File: src/rtl/ctrl_hazard_pipe.sv
// Control-bundle pipeline after ID: per-stage valid bits, load-use bubble insertion,
// branch flush, global freeze and a saturating count of hazard bubbles.
module ctrl_hazard_pipe #(
    parameter int NUM_STAGES     = 3,
    parameter int ALU_OP_W       = 4,
    parameter int AM_W           = 2,
    parameter int LOAD_USE_STALL = 1
) (
    input  logic                                       clk,
    input  logic                                       rst_n,
    input  logic                                       id_valid,
    input  logic [ALU_OP_W-1:0]                        id_alu_op,
    input  logic [AM_W-1:0]                            id_am,
    input  logic                                       id_load,
    input  logic                                       id_mem_write,
    input  logic                                       id_store_cc,
    input  logic                                       id_b,
    input  logic                                       id_bl,
    input  logic                                       id_mem_size,
    input  logic                                       id_mem_e,
    input  logic                                       id_rf_e,
    input  logic [3:0]                                 id_rd,
    input  logic [3:0]                                 id_rn,
    input  logic [3:0]                                 id_rm,
    input  logic                                       id_uses_rn,
    input  logic                                       id_uses_rm,
    input  logic                                       flush,
    input  logic                                       ext_stall,
    output logic [NUM_STAGES*(ALU_OP_W+AM_W+12)-1:0]   stage_ctrl,
    output logic [NUM_STAGES-1:0]                      stage_valid,
    output logic                                       hazard_stall,
    output logic [15:0]                                bubble_count
);
    // state     | meaning
    // ST_RUN    | normal flow; load-use check active on the ID instruction
    // ST_LU_STALL | extra bubble cycles of a multi-cycle load-use stall
    localparam int BW    = ALU_OP_W + AM_W + 12;
    localparam int CNT_W = 3;
    localparam logic [0:0] ST_RUN      = 1'b0;
    localparam logic [0:0] ST_LU_STALL = 1'b1;
    localparam logic [CNT_W-1:0] STALL_RELOAD = CNT_W'(LOAD_USE_STALL - 1);
    localparam logic [0:0] ST_AFTER_LU = (LOAD_USE_STALL > 1) ? ST_LU_STALL : ST_RUN;

    logic [NUM_STAGES-1:0][BW-1:0] ctrl_q, ctrl_d;
    logic [NUM_STAGES-1:0]         valid_q, valid_d;
    logic [0:0]                    state_q, state_d;
    logic [CNT_W-1:0]              stall_cnt_q, stall_cnt_d;
    logic [15:0]                   bubble_count_q, bubble_count_d;
    logic [BW-1:0]                 id_bundle;
    logic [BW-1:0]                 s0;
    logic                          load_use;
    logic                          stall_now;
    logic                          count_bubble;

    // BL writes the return address to r14, so the link write is forced here
    assign id_bundle = {id_alu_op, id_am, id_load, id_mem_write, id_store_cc, id_b, id_bl,
                        id_mem_size, id_mem_e, id_rf_e | id_bl, id_bl ? 4'd14 : id_rd};

    assign s0 = ctrl_q[0];
    assign load_use = id_valid & valid_q[0] & s0[11] & s0[4] &
                      ((id_uses_rn & (id_rn == s0[3:0])) | (id_uses_rm & (id_rm == s0[3:0])));

    always_comb begin
        ctrl_d         = ctrl_q;
        valid_d        = valid_q;
        state_d        = state_q;
        stall_cnt_d    = stall_cnt_q;
        bubble_count_d = bubble_count_q;
        stall_now      = 1'b0;
        count_bubble   = 1'b0;
        if (ext_stall) begin
            stall_now = 1'b1;
        end else begin
            for (int k = 1; k < NUM_STAGES; k++) begin
                ctrl_d[k]  = ctrl_q[k-1];
                valid_d[k] = valid_q[k-1];
            end
            ctrl_d[0]  = '0;
            valid_d[0] = 1'b0;
            if (flush) begin
                state_d     = ST_RUN;
                stall_cnt_d = '0;
            end else if (state_q == ST_LU_STALL) begin
                stall_now    = 1'b1;
                count_bubble = 1'b1;
                stall_cnt_d  = stall_cnt_q - 1'b1;
                if (stall_cnt_q <= 1) state_d = ST_RUN;
            end else if (load_use) begin
                stall_now    = 1'b1;
                count_bubble = 1'b1;
                stall_cnt_d  = STALL_RELOAD;
                state_d      = ST_AFTER_LU;
            end else if (id_valid) begin
                ctrl_d[0]  = id_bundle;
                valid_d[0] = 1'b1;
            end
            if (count_bubble && (bubble_count_q != 16'hFFFF))
                bubble_count_d = bubble_count_q + 16'd1;
        end
    end

    always_ff @(posedge clk or negedge rst_n) begin
        if (!rst_n) begin
            ctrl_q         <= '0;
            valid_q        <= '0;
            state_q        <= ST_RUN;
            stall_cnt_q    <= '0;
            bubble_count_q <= '0;
        end else begin
            ctrl_q         <= ctrl_d;
            valid_q        <= valid_d;
            state_q        <= state_d;
            stall_cnt_q    <= stall_cnt_d;
            bubble_count_q <= bubble_count_d;
        end
    end

    assign stage_ctrl   = ctrl_q;
    assign stage_valid  = valid_q;
    assign hazard_stall = rst_n & stall_now;
    assign bubble_count = bubble_count_q;
endmodule

File: config.mk
export PLATFORM = sky130hd
export DESIGN_NAME = ctrl_hazard_pipe
export DESIGN_NICKNAME = d
export VERILOG_FILES = /design/src/rtl/ctrl_hazard_pipe.sv
export SDC_FILE = /design/constraint.sdc
export NUM_CORES = 1
export LEC_CHECK = 0
export CELL_PAD_IN_SITES_DETAIL_PLACEMENT = 1
export CELL_PAD_IN_SITES_GLOBAL_PLACEMENT = 2
export CORE_ASPECT_RATIO = 0.75
export CORE_UTILIZATION = 27
export DETAILED_ROUTE_END_ITERATION = 16
export GPL_ROUTABILITY_DRIVEN = 0
export PLACE_DENSITY_LB_ADDON = 0.1
export SLEW_MARGIN = 20
export SYNTH_ARGS = -nofsm -noshare
export SYNTH_HDL_FRONTEND = slang
export SYNTH_SLANG_ARGS = --single-unit
export TNS_END_PERCENT = 5
File: constraint.sdc
create_clock -name clk -period 2 [get_ports clk]
set_input_delay 0.2 -clock clk [delete_from_list [all_inputs] [get_ports clk]]
set_output_delay 0.2 -clock clk [all_outputs]
set_load 0.01 [all_outputs]
==> report_table.html, run 1 <==
<table>
<tr><th>Metric</th><th>Value</th></tr>
<tr><th colspan="2">Clock network</th></tr>
<tr><td>CTS tree</td><td>done</td></tr>
<tr><td>Clock latency of the later-clocked register in the worst-skew pair</td><td>330 ps</td></tr>
<tr><td>Longest Clk Path Bufs</td><td>2</td></tr>
<tr><td>Maximum level of the CTS H-tree</td><td>3</td></tr>
<tr><td>Clock transition at the register clock pins on the worst setup and hold paths after CTS</td><td>60 ps</td></tr>
<tr><td>Number of buffers created by CTS</td><td>9</td></tr>
<tr><td>Clk root buf</td><td>sky130_fd_sc_hd__clkbuf_16</td></tr>
<tr><td>Clk sink count</td><td>77</td></tr>
<tr><th colspan="2">Global routing</th></tr>
<tr><td>Largest net degree at the start of global routing</td><td>66</td></tr>
<tr><td>Global-route wire length before repair</td><td>14,400 µm</td></tr>
<tr><td>Total Routing Usage GR</td><td>0.152</td></tr>
<tr><td>Antenna violations before repair</td><td>0</td></tr>
<tr><td>Overall overflow remaining after global route</td><td>0</td></tr>
<tr><td>Vias in the first global route</td><td>2,664</td></tr>
<tr><th colspan="2">Die</th></tr>
<tr><td>Core outline area</td><td>0.0117 mm²</td></tr>
<tr><td>Chip Width</td><td>129 µm</td></tr>
<tr><td>Initial Util</td><td>0.279</td></tr>
<tr><td>I/O pin count</td><td>107</td></tr>
<tr><td>Standard-cell row count</td><td>34</td></tr>
<tr><td>Die height</td><td>97.3 µm</td></tr>
<tr><td>Die Footprint</td><td>0.0126 mm²</td></tr>
<tr><th colspan="2">STA</th></tr>
<tr><td>RSZ-0062 raised after global routing</td><td>yes</td></tr>
<tr><td>Pin slew with the least headroom to its limit</td><td>551 ps</td></tr>
<tr><td>Worst-case hold slack</td><td>454 ps</td></tr>
<tr><td>Fin crit share</td><td>1.12</td></tr>
<tr><td>Hold Vio Cnt, Final</td><td>0</td></tr>
<tr><td>Time the worst path needs with I/O delays and setup</td><td>2240 ps</td></tr>
<tr><td>Setup Skew</td><td>5.92 ps</td></tr>
<tr><td>Final-report max-slew violation count</td><td>0</td></tr>
<tr><td>Total Neg Setup Slack</td><td>-4430 ps</td></tr>
<tr><td>Achievable frequency</td><td>446 MHz</td></tr>
<tr><td>Final count of negative-setup-slack endpoints</td><td>31</td></tr>
<tr><td>Relative max-transition margin</td><td>0.633</td></tr>
<tr><td>Final critical-path setup slack</td><td>-243 ps</td></tr>
<tr><th colspan="2">Power and ir drop</th></tr>
<tr><td>Worst supply voltage drop on vdd</td><td>357 µV</td></tr>
<tr><td>Total power divided by cell area</td><td>758 mW/mm²</td></tr>
<tr><td>LEAKAGE</td><td>2.40 nW</td></tr>
<tr><th colspan="2">Routing</th></tr>
<tr><td>Routed WL</td><td>8760 µm</td></tr>
<tr><td>First-pass detailed-route iteration total</td><td>4</td></tr>
<tr><td>Routed via count divided by cell count</td><td>4.45</td></tr>
<tr><td>Vias after detailed routing</td><td>2,475</td></tr>
<tr><td>DRC violations left</td><td>0</td></tr>
<tr><td>Detail-routed net length per standard cell</td><td>15.7 µm</td></tr>
<tr><td>Antenna viol nets, final</td><td>0</td></tr>
<tr><td>DR iter-0 viols</td><td>87</td></tr>
<tr><th colspan="2">Placement</th></tr>
<tr><td>DP Worst Slack</td><td>-660 ps</td></tr>
<tr><td>Detail Placement HPWL</td><td>6170 µm</td></tr>
<tr><td>Count of input and output buffers</td><td>106</td></tr>
<tr><th colspan="2">Final layout</th></tr>
<tr><td>Share of post-route cells with drive strength above 1</td><td>0.307</td></tr>
<tr><td>Layout overhead on the synthesized area</td><td>57.8%</td></tr>
<tr><td>Top library cells by usage in the layout, fill and taps aside</td><td>103 x sky130_fd_sc_hd__clkdlybuf4s50_1, 76 x sky130_fd_sc_hd__dfrtp_1, 38 x sky130_fd_sc_hd__mux2_2, 36 x sky130_fd_sc_hd__buf_4, 17 x sky130_fd_sc_hd__a22o_1</td></tr>
<tr><td>Commonest non-fill, non-tap cell in the layout</td><td>sky130_fd_sc_hd__clkdlybuf4s50_1</td></tr>
<tr><td>Net count reported at finish</td><td>425</td></tr>
<tr><td>Ant. Diodes</td><td>0</td></tr>
<tr><th colspan="2">Critical path</th></tr>
<tr><td>Buf/Inv on CP</td><td>1</td></tr>
<tr><td>Crit path arrival time</td><td>2040 ps</td></tr>
<tr><td>Series of cell instances along the critical path</td><td>xor2_1, or4_4, nor3_4, or2_1, o21a_1, buf_2</td></tr>
<tr><td>Kind of start point of the critical path</td><td>flip-flop</td></tr>
<tr><td>Required time of the critical path</td><td>1800 ps</td></tr>
<tr><td>CP endpoint kind</td><td>output pin</td></tr>
<tr><td>Category of the critical setup timing path</td><td>reg -&gt; out</td></tr>
<tr><td>Worst stage delay on the critical path</td><td>560 ps</td></tr>
<tr><td>Largest driver fanout on the critical path</td><td>2</td></tr>
<tr><td>Cell family contributing the most delay on the critical path</td><td>simple AND/OR/NAND/NOR gates</td></tr>
<tr><td>Cell with the biggest individual delay on the critical path</td><td>sky130_fd_sc_hd__or4_4</td></tr>
<tr><th colspan="2">Hold path</th></tr>
<tr><td>Hold WC Path Type</td><td>in -&gt; reg</td></tr>
<tr><th colspan="2">Synth</th></tr>
<tr><td>Post-Synthesis Cell Area</td><td>0.00327 mm²</td></tr>
<tr><td>Sequential element share of the synthesized area</td><td>0.590</td></tr>
<tr><td>Number of nets produced by synthesis</td><td>279</td></tr>
<tr><td>Gate Count Post-Synth</td><td>243</td></tr>
<tr><td>Average instance area after synthesis</td><td>13.4 µm²</td></tr>
<tr><td>Warnings from Yosys</td><td>0</td></tr>
<tr><td>FF+latch count, synth</td><td>77</td></tr>
<tr><td>Count of distinct cell types in the synthesized netlist</td><td>41</td></tr>
<tr><th colspan="2">Outcome</th></tr>
<tr><td>Run status</td><td>finished, violations left</td></tr>
<tr><td>Failing checks</td><td>setup timing</td></tr>
<tr><th colspan="2">Run</th></tr>
<tr><td>Number of maximum-capacitance constraint violations</td><td>0</td></tr>
</table>
layer usage:
| layer | vias to the layer above | global-route usage | wire length (µm) |
|---|---|---|---|
| met2 | 72 | 0.223 | 3890 |
| li1 | 1156 | - | - |
| met4 | 0 | 0.0462 | 85 |
| met5 | - | 0 | 0 |
| met1 | 1240 | 0.208 | 4180 |
| met3 | 7 | 0.0545 | 594 |
cells in the mapped netlist:
| master | number | area, µm² |
|---|---|---|
| sky130_fd_sc_hd__a41oi_1 | 1 | 8.76 |
| sky130_fd_sc_hd__a32o_1 | 1 | 10.0 |
| sky130_fd_sc_hd__nand3_1 | 7 | 35.0 |
| sky130_fd_sc_hd__o21bai_1 | 1 | 7.51 |
| sky130_fd_sc_hd__a22o_1 | 17 | 149 |
| sky130_fd_sc_hd__clkbuf_1 | 3 | 11.3 |
| sky130_fd_sc_hd__or4_1 | 1 | 7.51 |
| sky130_fd_sc_hd__mux2_2 | 38 | 428 |
| sky130_fd_sc_hd__o21ai_1 | 2 | 10.0 |
| sky130_fd_sc_hd__buf_1 | 4 | 15.0 |
| sky130_fd_sc_hd__nor3_1 | 2 | 10.0 |
| sky130_fd_sc_hd__nand2b_1 | 1 | 6.26 |
| sky130_fd_sc_hd__and2_1 | 1 | 6.26 |
| sky130_fd_sc_hd__nor3_2 | 5 | 50.1 |
| sky130_fd_sc_hd__inv_1 | 5 | 18.8 |
| sky130_fd_sc_hd__o22ai_1 | 2 | 12.5 |
| sky130_fd_sc_hd__dfrtp_1 | 77 | 1930 |
| sky130_fd_sc_hd__nand3b_1 | 1 | 7.51 |
| sky130_fd_sc_hd__a21oi_1 | 1 | 5.00 |
| sky130_fd_sc_hd__and3_1 | 2 | 12.5 |
| sky130_fd_sc_hd__buf_6 | 3 | 33.8 |
| sky130_fd_sc_hd__mux2i_1 | 1 | 10.0 |
| sky130_fd_sc_hd__nand2_1 | 9 | 33.8 |
| sky130_fd_sc_hd__xor2_1 | 15 | 131 |
| sky130_fd_sc_hd__or2_2 | 5 | 31.3 |
| sky130_fd_sc_hd__o22ai_2 | 1 | 12.5 |
| sky130_fd_sc_hd__o21a_1 | 2 | 15.0 |
| sky130_fd_sc_hd__ha_1 | 3 | 37.5 |
| sky130_fd_sc_hd__buf_2 | 1 | 5.00 |
| sky130_fd_sc_hd__mux2_1 | 1 | 11.3 |
| sky130_fd_sc_hd__a31oi_1 | 1 | 6.26 |
| sky130_fd_sc_hd__or4_4 | 1 | 11.3 |
| sky130_fd_sc_hd__or2_1 | 1 | 6.26 |
| sky130_fd_sc_hd__xnor2_1 | 8 | 70.1 |
| sky130_fd_sc_hd__and3b_1 | 1 | 8.76 |
| sky130_fd_sc_hd__o21ai_0 | 2 | 10.0 |
| sky130_fd_sc_hd__nand4_1 | 4 | 25.0 |
| sky130_fd_sc_hd__nor4_2 | 2 | 25.0 |
| sky130_fd_sc_hd__a21o_1 | 1 | 7.51 |
| sky130_fd_sc_hd__and4_1 | 1 | 8.76 |
| sky130_fd_sc_hd__nor2_1 | 8 | 30.0 |
logic make-up after synthesis:
| logic type | synth area share |
|---|---|
| buf+inv | 0.0256 |
| mux | 0.137 |
| compound gates | 0.0777 |
| simple gates | 0.0965 |
| flops | 0.590 |
| xor+xnor | 0.0616 |
| fa+ha+maj | 0.0115 |
tightest hold or removal path, stage by stage:
cell                      delay, ps
sky130_fd_sc_hd__buf_2          130
sky130_fd_sc_hd__a41oi_1         80
sky130_fd_sc_hd__and3_1         190
sky130_fd_sc_hd__xor2_1         140
layout make-up:
type / count / area, µm²
Multi-Input combinational cell: 150 / 1330
Sequential cell: 77 / 1930
Tap cell: 162 / 203
Clock buffer: 11 / 243
Fill cell: 1240 / 6540
Inverter: 5 / 18.8
Clock inverter: 5 / 58.8
Timing Repair Buffer: 146 / 1380
metrics by stage:
step / instance area, µm² / std cells / power, mW / utilization
after detailed placement: 4740 / 535 / 2.29 / 0.405
after global routing: 5160 / 556 / 4.09 / 0.441
after global placement: 4740 / 535 / 2.28 / 0.405
after floorplan: 3270 / 243 / 1.92 / -
after CTS: 5120 / 556 / 3.98 / 0.438
final: 5160 / 556 / 3.91 / 0.441
what timing repair did:
| action | CTS | global route |
|---|---|---|
| pin swaps | 14 | 7 |
| gates resized for setup | 15 | 10 |
| buffers inserted | 4 | 0 |
| hold buffers | 1 | 0 |
| endpoints found under the setup margin | 35 | 39 |
| hold endpoints to repair | 34 | 0 |
sequential cells by signal, indices dropped and copies added (netlist names):
register,flops
bubble_count,16
s0,18
stage_ctrl,36
stage_valid,3
stall_cnt_q,3
state_q,1
where the power goes:
group          internal, mW  switching [mW]
clock network          1.00           0.642
logic                 0.335           0.215
registers              1.65          0.0610
total                  2.99           0.918
final timing paths:
path / cells past startpoint / slack [ps] / from / end
max: 6 / -240 / s0[2]$_DFFE_PN0N_ / hazard_stall
min: 4 / 450 / ext_stall / bubble_count[2]$_DFFE_PN0P_
max reg2reg: 8 / -170 / s0[2]$_DFFE_PN0N_ / s0[2]$_DFFE_PN0N_
min reg2reg: 1 / 500 / bubble_count[6]$_DFFE_PN0P_ / bubble_count[6]$_DFFE_PN0P_
max in group asynchronous: 3 / 1040 / rst_n / s0[3]$_DFFE_PN0N_
min in group asynchronous: 3 / 500 / rst_n / state_q$_DFFE_PN0N_
(Power assumes the default switching activity.)
==> inputs of run 2 (changes only) <==
--- a/config.mk
+++ b/config.mk
@@ -12,6 +12,7 @@
 export DETAILED_ROUTE_END_ITERATION = 16
 export GPL_ROUTABILITY_DRIVEN = 0
 export PLACE_DENSITY_LB_ADDON = 0.1
+export SETUP_SLACK_MARGIN = 0.02
 export SLEW_MARGIN = 20
 export SYNTH_ARGS = -nofsm -noshare
 export SYNTH_HDL_FRONTEND = slang
==> run 2 against run 1 <==
  * The run still ends with setup timing left
  * Power hardly changed
  * Worst setup slack lost 1.0 ps
  * Clock power hardly changed
  * Critical path type unchanged
  * Largest power group unchanged
  * Critical path depth unchanged
==> report_table.html, run 2 (same netlist as run 1, synthesis figures left out) <==
<table>
<tr><th>Metric</th><th>Value</th></tr>
<tr><th colspan="2">Final layout</th></tr>
<tr><td>Largest register FFs</td><td>36</td></tr>
<tr><td>Cell area after layout</td><td>0.00516 mm²</td></tr>
<tr><td>Share of post-route cells with drive strength above 1</td><td>0.310</td></tr>
<tr><td>Register area</td><td>0.00193 mm²</td></tr>
<tr><td>Layout overhead on the synthesized area</td><td>57.9%</td></tr>
<tr><td>Ant. Diodes</td><td>0</td></tr>
<tr><td>Filler cell count</td><td>1,240</td></tr>
<tr><td>Net count reported at finish</td><td>425</td></tr>
<tr><td>Commonest non-fill, non-tap cell in the layout</td><td>sky130_fd_sc_hd__clkdlybuf4s50_1</td></tr>
<tr><td>Top library cells by usage in the layout, fill and taps aside</td><td>103 x sky130_fd_sc_hd__clkdlybuf4s50_1, 76 x sky130_fd_sc_hd__dfrtp_1, 38 x sky130_fd_sc_hd__mux2_2, 36 x sky130_fd_sc_hd__buf_4, 17 x sky130_fd_sc_hd__a22o_1</td></tr>
<tr><td>Core utilization of the finished layout</td><td>0.441</td></tr>
<tr><td>Total area of multi-input combinational cells</td><td>0.00134 mm²</td></tr>
<tr><th colspan="2">Power and ir drop</th></tr>
<tr><td>Net switching power of the design</td><td>0.919 mW</td></tr>
<tr><td>Overall power of the completed layout</td><td>3.91 mW</td></tr>
<tr><td>Relative contribution of combinational cells to total power</td><td>0.141</td></tr>
<tr><td>Part of the power in the clock network</td><td>0.421</td></tr>
<tr><td>Relative contribution of sequential cells to total power</td><td>0.438</td></tr>
<tr><td>Internal portion of total power</td><td>2.99 mW</td></tr>
<tr><td>Worst supply voltage drop on vdd</td><td>358 µV</td></tr>
<tr><td>LEAKAGE</td><td>2.40 nW</td></tr>
<tr><td>Sw Share</td><td>0.235</td></tr>
<tr><td>Total power divided by cell area</td><td>757 mW/mm²</td></tr>
<tr><th colspan="2">STA</th></tr>
<tr><td>RSZ-0062 raised after global routing</td><td>yes</td></tr>
<tr><td>Final count of negative-setup-slack endpoints</td><td>31</td></tr>
<tr><td>Achievable frequency</td><td>446 MHz</td></tr>
<tr><td>Hold Vio Cnt, Final</td><td>0</td></tr>
<tr><td>Pin slew with the least headroom to its limit</td><td>551 ps</td></tr>
<tr><td>Time the worst path needs with I/O delays and setup</td><td>2240 ps</td></tr>
<tr><td>Final-report max-slew violation count</td><td>0</td></tr>
<tr><td>Relative max-transition margin</td><td>0.633</td></tr>
<tr><td>Final critical-path setup slack</td><td>-244 ps</td></tr>
<tr><td>Setup Skew</td><td>5.79 ps</td></tr>
<tr><td>Fin crit share</td><td>1.12</td></tr>
<tr><th colspan="2">Critical path</th></tr>
<tr><td>Beginning of the worst register-to-register path</td><td>s0[2]$_DFFE_PN0N_</td></tr>
<tr><td>Series of cell instances along the critical path</td><td>xor2_1, or4_4, nor3_4, or2_1, o21a_1, buf_2</td></tr>
<tr><td>Required time of the critical path</td><td>1800 ps</td></tr>
<tr><td>Category of the critical setup timing path</td><td>reg -&gt; out</td></tr>
<tr><td>Largest driver fanout on the critical path</td><td>2</td></tr>
<tr><td>Worst stage delay on the critical path</td><td>560 ps</td></tr>
<tr><td>Kind of start point of the critical path</td><td>flip-flop</td></tr>
<tr><td>CP startpoint</td><td>s0[2]$_DFFE_PN0N_</td></tr>
<tr><td>Setup slack, reg-to-reg</td><td>-170 ps</td></tr>
<tr><td>R2r endpoint</td><td>s0[2]$_DFFE_PN0N_</td></tr>
<tr><td>CP endpoint kind</td><td>output pin</td></tr>
<tr><td>Cell with the biggest individual delay on the critical path</td><td>sky130_fd_sc_hd__or4_4</td></tr>
<tr><td>Capturing instance or port of the critical path</td><td>hazard_stall</td></tr>
<tr><td>Count of cells along the worst register-to-register path</td><td>8</td></tr>
<tr><td>Crit path arrival time</td><td>2040 ps</td></tr>
<tr><th colspan="2">Clock network</th></tr>
<tr><td>Clk sink count</td><td>77</td></tr>
<tr><td>Number of buffers created by CTS</td><td>9</td></tr>
<tr><td>Clock latency of the later-clocked register in the worst-skew pair</td><td>330 ps</td></tr>
<tr><td>Maximum level of the CTS H-tree</td><td>3</td></tr>
<tr><td>CTS tree</td><td>done</td></tr>
<tr><td>Clk root buf</td><td>sky130_fd_sc_hd__clkbuf_16</td></tr>
<tr><td>Longest Clk Path Bufs</td><td>2</td></tr>
<tr><td>Clock transition at the register clock pins on the worst setup and hold paths after CTS</td><td>60 ps</td></tr>
<tr><th colspan="2">Routing</th></tr>
<tr><td>Routed via count divided by cell count</td><td>4.45</td></tr>
<tr><td>First-pass detailed-route iteration total</td><td>4</td></tr>
<tr><td>Routed WL</td><td>8750 µm</td></tr>
<tr><td>DR iter-0 viols</td><td>78</td></tr>
<tr><td>Antenna viol nets, final</td><td>0</td></tr>
<tr><td>DRC violations left</td><td>0</td></tr>
<tr><td>Vias after detailed routing</td><td>2,472</td></tr>
<tr><td>Detail-routed net length per standard cell</td><td>15.7 µm</td></tr>
<tr><th colspan="2">Run</th></tr>
<tr><td>Number of maximum-capacitance constraint violations</td><td>0</td></tr>
<tr><th colspan="2">Global routing</th></tr>
<tr><td>Antenna violations before repair</td><td>0</td></tr>
<tr><td>Vias in the first global route</td><td>2,661</td></tr>
<tr><td>Overall overflow remaining after global route</td><td>0</td></tr>
<tr><td>Total Routing Usage GR</td><td>0.152</td></tr>
<tr><td>Largest net degree at the start of global routing</td><td>66</td></tr>
<tr><td>Global-route wire length before repair</td><td>14,400 µm</td></tr>
<tr><th colspan="2">Hold path</th></tr>
<tr><td>Instance count along the most critical hold path</td><td>4</td></tr>
<tr><td>Hold WC Path Type</td><td>in -&gt; reg</td></tr>
<tr><td>Startpoint of the worst hold path</td><td>ext_stall</td></tr>
<tr><th colspan="2">Die</th></tr>
<tr><td>Die Footprint</td><td>0.0126 mm²</td></tr>
<tr><td>I/O pin count</td><td>107</td></tr>
<tr><td>Die height</td><td>97.3 µm</td></tr>
<tr><td>Standard-cell row count</td><td>34</td></tr>
<tr><td>Chip Width</td><td>129 µm</td></tr>
<tr><td>Core outline area</td><td>0.0117 mm²</td></tr>
<tr><td>Initial Util</td><td>0.279</td></tr>
<tr><th colspan="2">Placement</th></tr>
<tr><td>Count of input and output buffers</td><td>106</td></tr>
<tr><td>Detail Placement HPWL</td><td>6170 µm</td></tr>
<tr><td>Post-placement cell area</td><td>0.00474 mm²</td></tr>
<tr><th colspan="2">Outcome</th></tr>
<tr><td>Failing checks</td><td>setup timing</td></tr>
<tr><td>Run status</td><td>finished, violations left</td></tr>
</table>
-- run 2: cell counts in the layout (fill, tap and decap cells not counted) --
Identical to the previous run, type by type.
-- run 2: worst max-delay path, delay by kind of cell (launching register included) --
| kind | cells | cell delay (ps) |
|---|---|---|
| AOI/OAI and AO/OA | 1 | 140 |
| xor gates and xnor gates | 1 | 150 |
| buffers and inverters | 1 | 140 |
| DFF | 1 | 400 |
| and+or+nand+nor | 3 | 890 |
-- run 2: what timing repair did --
action / CTS / global route
buffers inserted: 4 / 0
resized for setup: 16 / 10
hold buffers: 1 / 0
endpoints found under the hold margin: 34 / 0
setup endpoints to repair: 38 / 39
pin swaps: 14 / 7
-- run 2: final cells by class --
type | instances | share of cell area
Sequential cell | 77 | 0.374
Multi-Input combinational cell | 150 | 0.259
Clock inverter | 5 | 0.0114
Timing Repair Buffer | 146 | 0.266
Tap cell | 162 | 0.0393
Inverter | 5 | 0.00364
Clock buffer | 11 | 0.0470
-- run 2: how the worst min path moves through the flow --
stage | to | slack (ps)
2_1_floorplan | bubble_count[0]$_DFFE_PN0P_ | -100
3_3_place_gp | bubble_count[11]$_DFFE_PN0P_ | 340
3_5_place_dp | bubble_count[10]$_DFFE_PN0P_ | 340
4_1_cts | s0[16]$_DFFE_PN0N_ | 450
5_1_grt | s0[16]$_DFFE_PN0N_ | 450
6_report | bubble_count[2]$_DFFE_PN0P_ | 450
-- run 2: power by group through the flow --
stage                     clock, mW  sequential [mW]  combinational [mW]
after floorplan                   0             1.78               0.143
after global placement            0             1.74               0.545
after detailed placement          0             1.74               0.547
after CTS                      1.71             1.71               0.560
after global routing           1.77             1.73               0.593
final                          1.65             1.71               0.550
-- run 2: stage by stage --
| step | setup TNS, ps | hold slack [ps] | worst slack [ps] | cells |
|---|---|---|---|---|
| 2_1_floorplan | -232 | -95.6 | -25.8 | 243 |
| 4_1_cts | -4590 | 453 | -273 | 556 |
| 3_3_place_gp | -13950 | 339 | -600 | 535 |
| 3_5_place_dp | -16250 | 336 | -660 | 535 |
| 5_1_grt | -7770 | 454 | -333 | 556 |
| 6_report | -4430 | 453 | -244 | 556 |
-- run 2: layer usage --
metal	track usage	vias up	part of all wire	routed length, µm
met2	0.223	72	0.45	3900
li1	-	1156	-	-
met4	0.0462	0	0.0097	85
met5	0	-	0	0
met1	0.208	1238	0.48	4180
met3	0.0545	6	0.067	586
==> inputs of run 3 (changes only) <==
--- a/config.mk
+++ b/config.mk
@@ -13,6 +13,7 @@
 export GPL_ROUTABILITY_DRIVEN = 0
 export PLACE_DENSITY_LB_ADDON = 0.1
 export SETUP_SLACK_MARGIN = 0.02
+export SKIP_LAST_GASP = 1
 export SLEW_MARGIN = 20
 export SYNTH_ARGS = -nofsm -noshare
 export SYNTH_HDL_FRONTEND = slang
==> run 3 against run 2 <==
  * Critical path depth stayed put
  * Largest power group unchanged
  * Utilization down 0.53 points
  * The flow still finishes with violations (setup timing)
  * Clock skew hardly changed
  * Register-to-register slack worse by 40 ps
  * Die area did not move
==> report_table.html, run 3 (same netlist as run 1, synthesis figures left out) <==
<table>
<tr><th>Metric</th><th>Value</th></tr>
<tr><th colspan="2">Die</th></tr>
<tr><td>Core outline area</td><td>0.0117 mm²</td></tr>
<tr><td>Initial Util</td><td>0.279</td></tr>
<tr><td>Die Footprint</td><td>0.0126 mm²</td></tr>
<tr><td>Standard-cell row count</td><td>34</td></tr>
<tr><td>Chip Width</td><td>129 µm</td></tr>
<tr><td>I/O pin count</td><td>107</td></tr>
<tr><td>Die height</td><td>97.3 µm</td></tr>
<tr><th colspan="2">Routing</th></tr>
<tr><td>DR iter-0 viols</td><td>69</td></tr>
<tr><td>DRC violations left</td><td>0</td></tr>
<tr><td>Vias after detailed routing</td><td>2,463</td></tr>
<tr><td>First-pass detailed-route iteration total</td><td>4</td></tr>
<tr><td>Routed via count divided by cell count</td><td>4.43</td></tr>
<tr><td>Detail-routed net length per standard cell</td><td>15.6 µm</td></tr>
<tr><td>Antenna viol nets, final</td><td>0</td></tr>
<tr><td>Routed WL</td><td>8650 µm</td></tr>
<tr><th colspan="2">STA</th></tr>
<tr><td>Relative max-transition margin</td><td>0.622</td></tr>
<tr><td>RSZ-0062 raised after global routing</td><td>yes</td></tr>
<tr><td>Time the worst path needs with I/O delays and setup</td><td>2240 ps</td></tr>
<tr><td>Final-report max-slew violation count</td><td>0</td></tr>
<tr><td>Total Neg Setup Slack</td><td>-5040 ps</td></tr>
<tr><td>Achievable frequency</td><td>446 MHz</td></tr>
<tr><td>Fin crit share</td><td>1.12</td></tr>
<tr><td>Setup Skew</td><td>5.93 ps</td></tr>
<tr><td>Hold Vio Cnt, Final</td><td>0</td></tr>
<tr><td>Pin slew with the least headroom to its limit</td><td>567 ps</td></tr>
<tr><td>Final count of negative-setup-slack endpoints</td><td>31</td></tr>
<tr><td>Final critical-path setup slack</td><td>-244 ps</td></tr>
<tr><td>Worst-case hold slack</td><td>453 ps</td></tr>
<tr><th colspan="2">Clock network</th></tr>
<tr><td>Clock transition at the register clock pins on the worst setup and hold paths after CTS</td><td>60 ps</td></tr>
<tr><td>Clk sink count</td><td>77</td></tr>
<tr><td>Number of buffers created by CTS</td><td>9</td></tr>
<tr><td>Clock latency of the later-clocked register in the worst-skew pair</td><td>330 ps</td></tr>
<tr><td>Clk root buf</td><td>sky130_fd_sc_hd__clkbuf_16</td></tr>
<tr><td>CTS tree</td><td>done</td></tr>
<tr><td>Longest Clk Path Bufs</td><td>2</td></tr>
<tr><td>Maximum level of the CTS H-tree</td><td>3</td></tr>
<tr><th colspan="2">Final layout</th></tr>
<tr><td>Net count reported at finish</td><td>425</td></tr>
<tr><td>Share of post-route cells with drive strength above 1</td><td>0.287</td></tr>
<tr><td>Ant. Diodes</td><td>0</td></tr>
<tr><td>Largest register FFs</td><td>36</td></tr>
<tr><td>Top library cells by usage in the layout, fill and taps aside</td><td>103 x sky130_fd_sc_hd__clkdlybuf4s50_1, 76 x sky130_fd_sc_hd__dfrtp_1, 39 x sky130_fd_sc_hd__buf_4, 38 x sky130_fd_sc_hd__mux2_2, 17 x sky130_fd_sc_hd__a22o_1</td></tr>
<tr><td>Commonest non-fill, non-tap cell in the layout</td><td>sky130_fd_sc_hd__clkdlybuf4s50_1</td></tr>
<tr><td>Layout overhead on the synthesized area</td><td>56.0%</td></tr>
<tr><td>Number of standard cells in the final layout excluding fillers</td><td>556</td></tr>
<tr><td>Core utilization of the finished layout</td><td>0.436</td></tr>
<tr><td>Cell area after layout</td><td>0.00510 mm²</td></tr>
<tr><th colspan="2">Global routing</th></tr>
<tr><td>Largest net degree at the start of global routing</td><td>66</td></tr>
<tr><td>Global-route wire length before repair</td><td>14,300 µm</td></tr>
<tr><td>Total Routing Usage GR</td><td>0.150</td></tr>
<tr><td>Overall overflow remaining after global route</td><td>0</td></tr>
<tr><td>Antenna violations before repair</td><td>0</td></tr>
<tr><td>Vias in the first global route</td><td>2,663</td></tr>
<tr><th colspan="2">Critical path</th></tr>
<tr><td>Count of cells along the worst register-to-register path</td><td>8</td></tr>
<tr><td>Beginning of the worst register-to-register path</td><td>s0[2]$_DFFE_PN0N_</td></tr>
<tr><td>Setup slack, reg-to-reg</td><td>-210 ps</td></tr>
<tr><td>R2r endpoint</td><td>bubble_count[1]$_DFFE_PN0P_</td></tr>
<tr><td>Required time of the critical path</td><td>1800 ps</td></tr>
<tr><td>Capturing instance or port of the critical path</td><td>hazard_stall</td></tr>
<tr><td>Kind of start point of the critical path</td><td>flip-flop</td></tr>
<tr><td>Category of the critical setup timing path</td><td>reg -&gt; out</td></tr>
<tr><td>CP startpoint</td><td>s0[2]$_DFFE_PN0N_</td></tr>
<tr><td>Crit path arrival time</td><td>2040 ps</td></tr>
<tr><td>CP endpoint kind</td><td>output pin</td></tr>
<tr><td>Largest driver fanout on the critical path</td><td>2</td></tr>
<tr><th colspan="2">Power and ir drop</th></tr>
<tr><td>LEAKAGE</td><td>2.35 nW</td></tr>
<tr><td>Total power divided by cell area</td><td>765 mW/mm²</td></tr>
<tr><td>Worst supply voltage drop on vdd</td><td>356 µV</td></tr>
<tr><td>Overall power of the completed layout</td><td>3.90 mW</td></tr>
<tr><th colspan="2">Placement</th></tr>
<tr><td>DP Worst Slack</td><td>-660 ps</td></tr>
<tr><td>Number of cells in the design after placement</td><td>535</td></tr>
<tr><td>Count of input and output buffers</td><td>106</td></tr>
<tr><td>Post-placement cell area</td><td>0.00474 mm²</td></tr>
<tr><td>Detail Placement HPWL</td><td>6170 µm</td></tr>
<tr><th colspan="2">Outcome</th></tr>
<tr><td>Run status</td><td>finished, violations left</td></tr>
<tr><td>Failing checks</td><td>setup timing</td></tr>
<tr><th colspan="2">Hold path</th></tr>
<tr><td>Hold WC Path Type</td><td>in -&gt; reg</td></tr>
<tr><th colspan="2">Run</th></tr>
<tr><td>Number of maximum-capacitance constraint violations</td><td>0</td></tr>
</table>
[run 3: cell count changes in the layout (fill, tap and decap cells not counted), moves of 2 or more]
cell                      delta
sky130_fd_sc_hd__nor2_2      -3
sky130_fd_sc_hd__o21ai_0     +2
sky130_fd_sc_hd__nor2_1      +4
sky130_fd_sc_hd__buf_4       +3
sky130_fd_sc_hd__buf_6       -3
[run 3: worst min-delay path by stage]
stage                      start                      endpoint  slack, ps  cells after the start
detailed placement         rst_n  bubble_count[10]$_DFFE_PN0P_        340                      2
global placement           rst_n  bubble_count[11]$_DFFE_PN0P_        340                      2
finish                 ext_stall   bubble_count[2]$_DFFE_PN0P_        450                      4
global route        id_alu_op[2]            s0[16]$_DFFE_PN0N_        450                      2
CTS                    ext_stall   bubble_count[2]$_DFFE_PN0P_        440                      4
floorplan                  rst_n   bubble_count[0]$_DFFE_PN0P_       -100                      0
[run 3: routing by layer]
metal	track usage	up-vias	routed length (µm)
met2	0.217	69	3750
li1	-	1157	-
met3	0.0545	8	591
met4	0.0462	0	85
met5	0	-	0
met1	0.208	1229	4220
[run 3: critical path: stages (launching register included)]
cell	delay, ps
sky130_fd_sc_hd__dfrtp_1	400
sky130_fd_sc_hd__xor2_1	150
sky130_fd_sc_hd__or4_4	560
sky130_fd_sc_hd__nor3_4	190
sky130_fd_sc_hd__or2_1	140
sky130_fd_sc_hd__o21a_1	140
sky130_fd_sc_hd__buf_2	140
[run 3: report_power, final]
| part | internal, mW | switching (mW) | total, mW |
|---|---|---|---|
| combinational | 0.333 | 0.213 | 0.546 |
| sequential | 1.65 | 0.0610 | 1.71 |
| clock | 1.00 | 0.640 | 1.64 |
[run 3: what timing repair did]
action                     CTS  global route
hold endpoints to repair    34             0
setup buffers                4             0
setup endpoints to repair   38            39
gates resized for setup      7             2
pin swaps                    8             6
hold buffers                 1             0
[run 3: cell type report]
type | instances | area [µm²]
clock buffers | 11 | 243
clock inverters | 5 | 58.8
fillers | 1247 | 6600
inverters | 5 | 18.8
multi-input cells | 150 | 1280
flip-flops and latches | 77 | 1930
well taps | 162 | 203
repair buffers | 146 | 1360
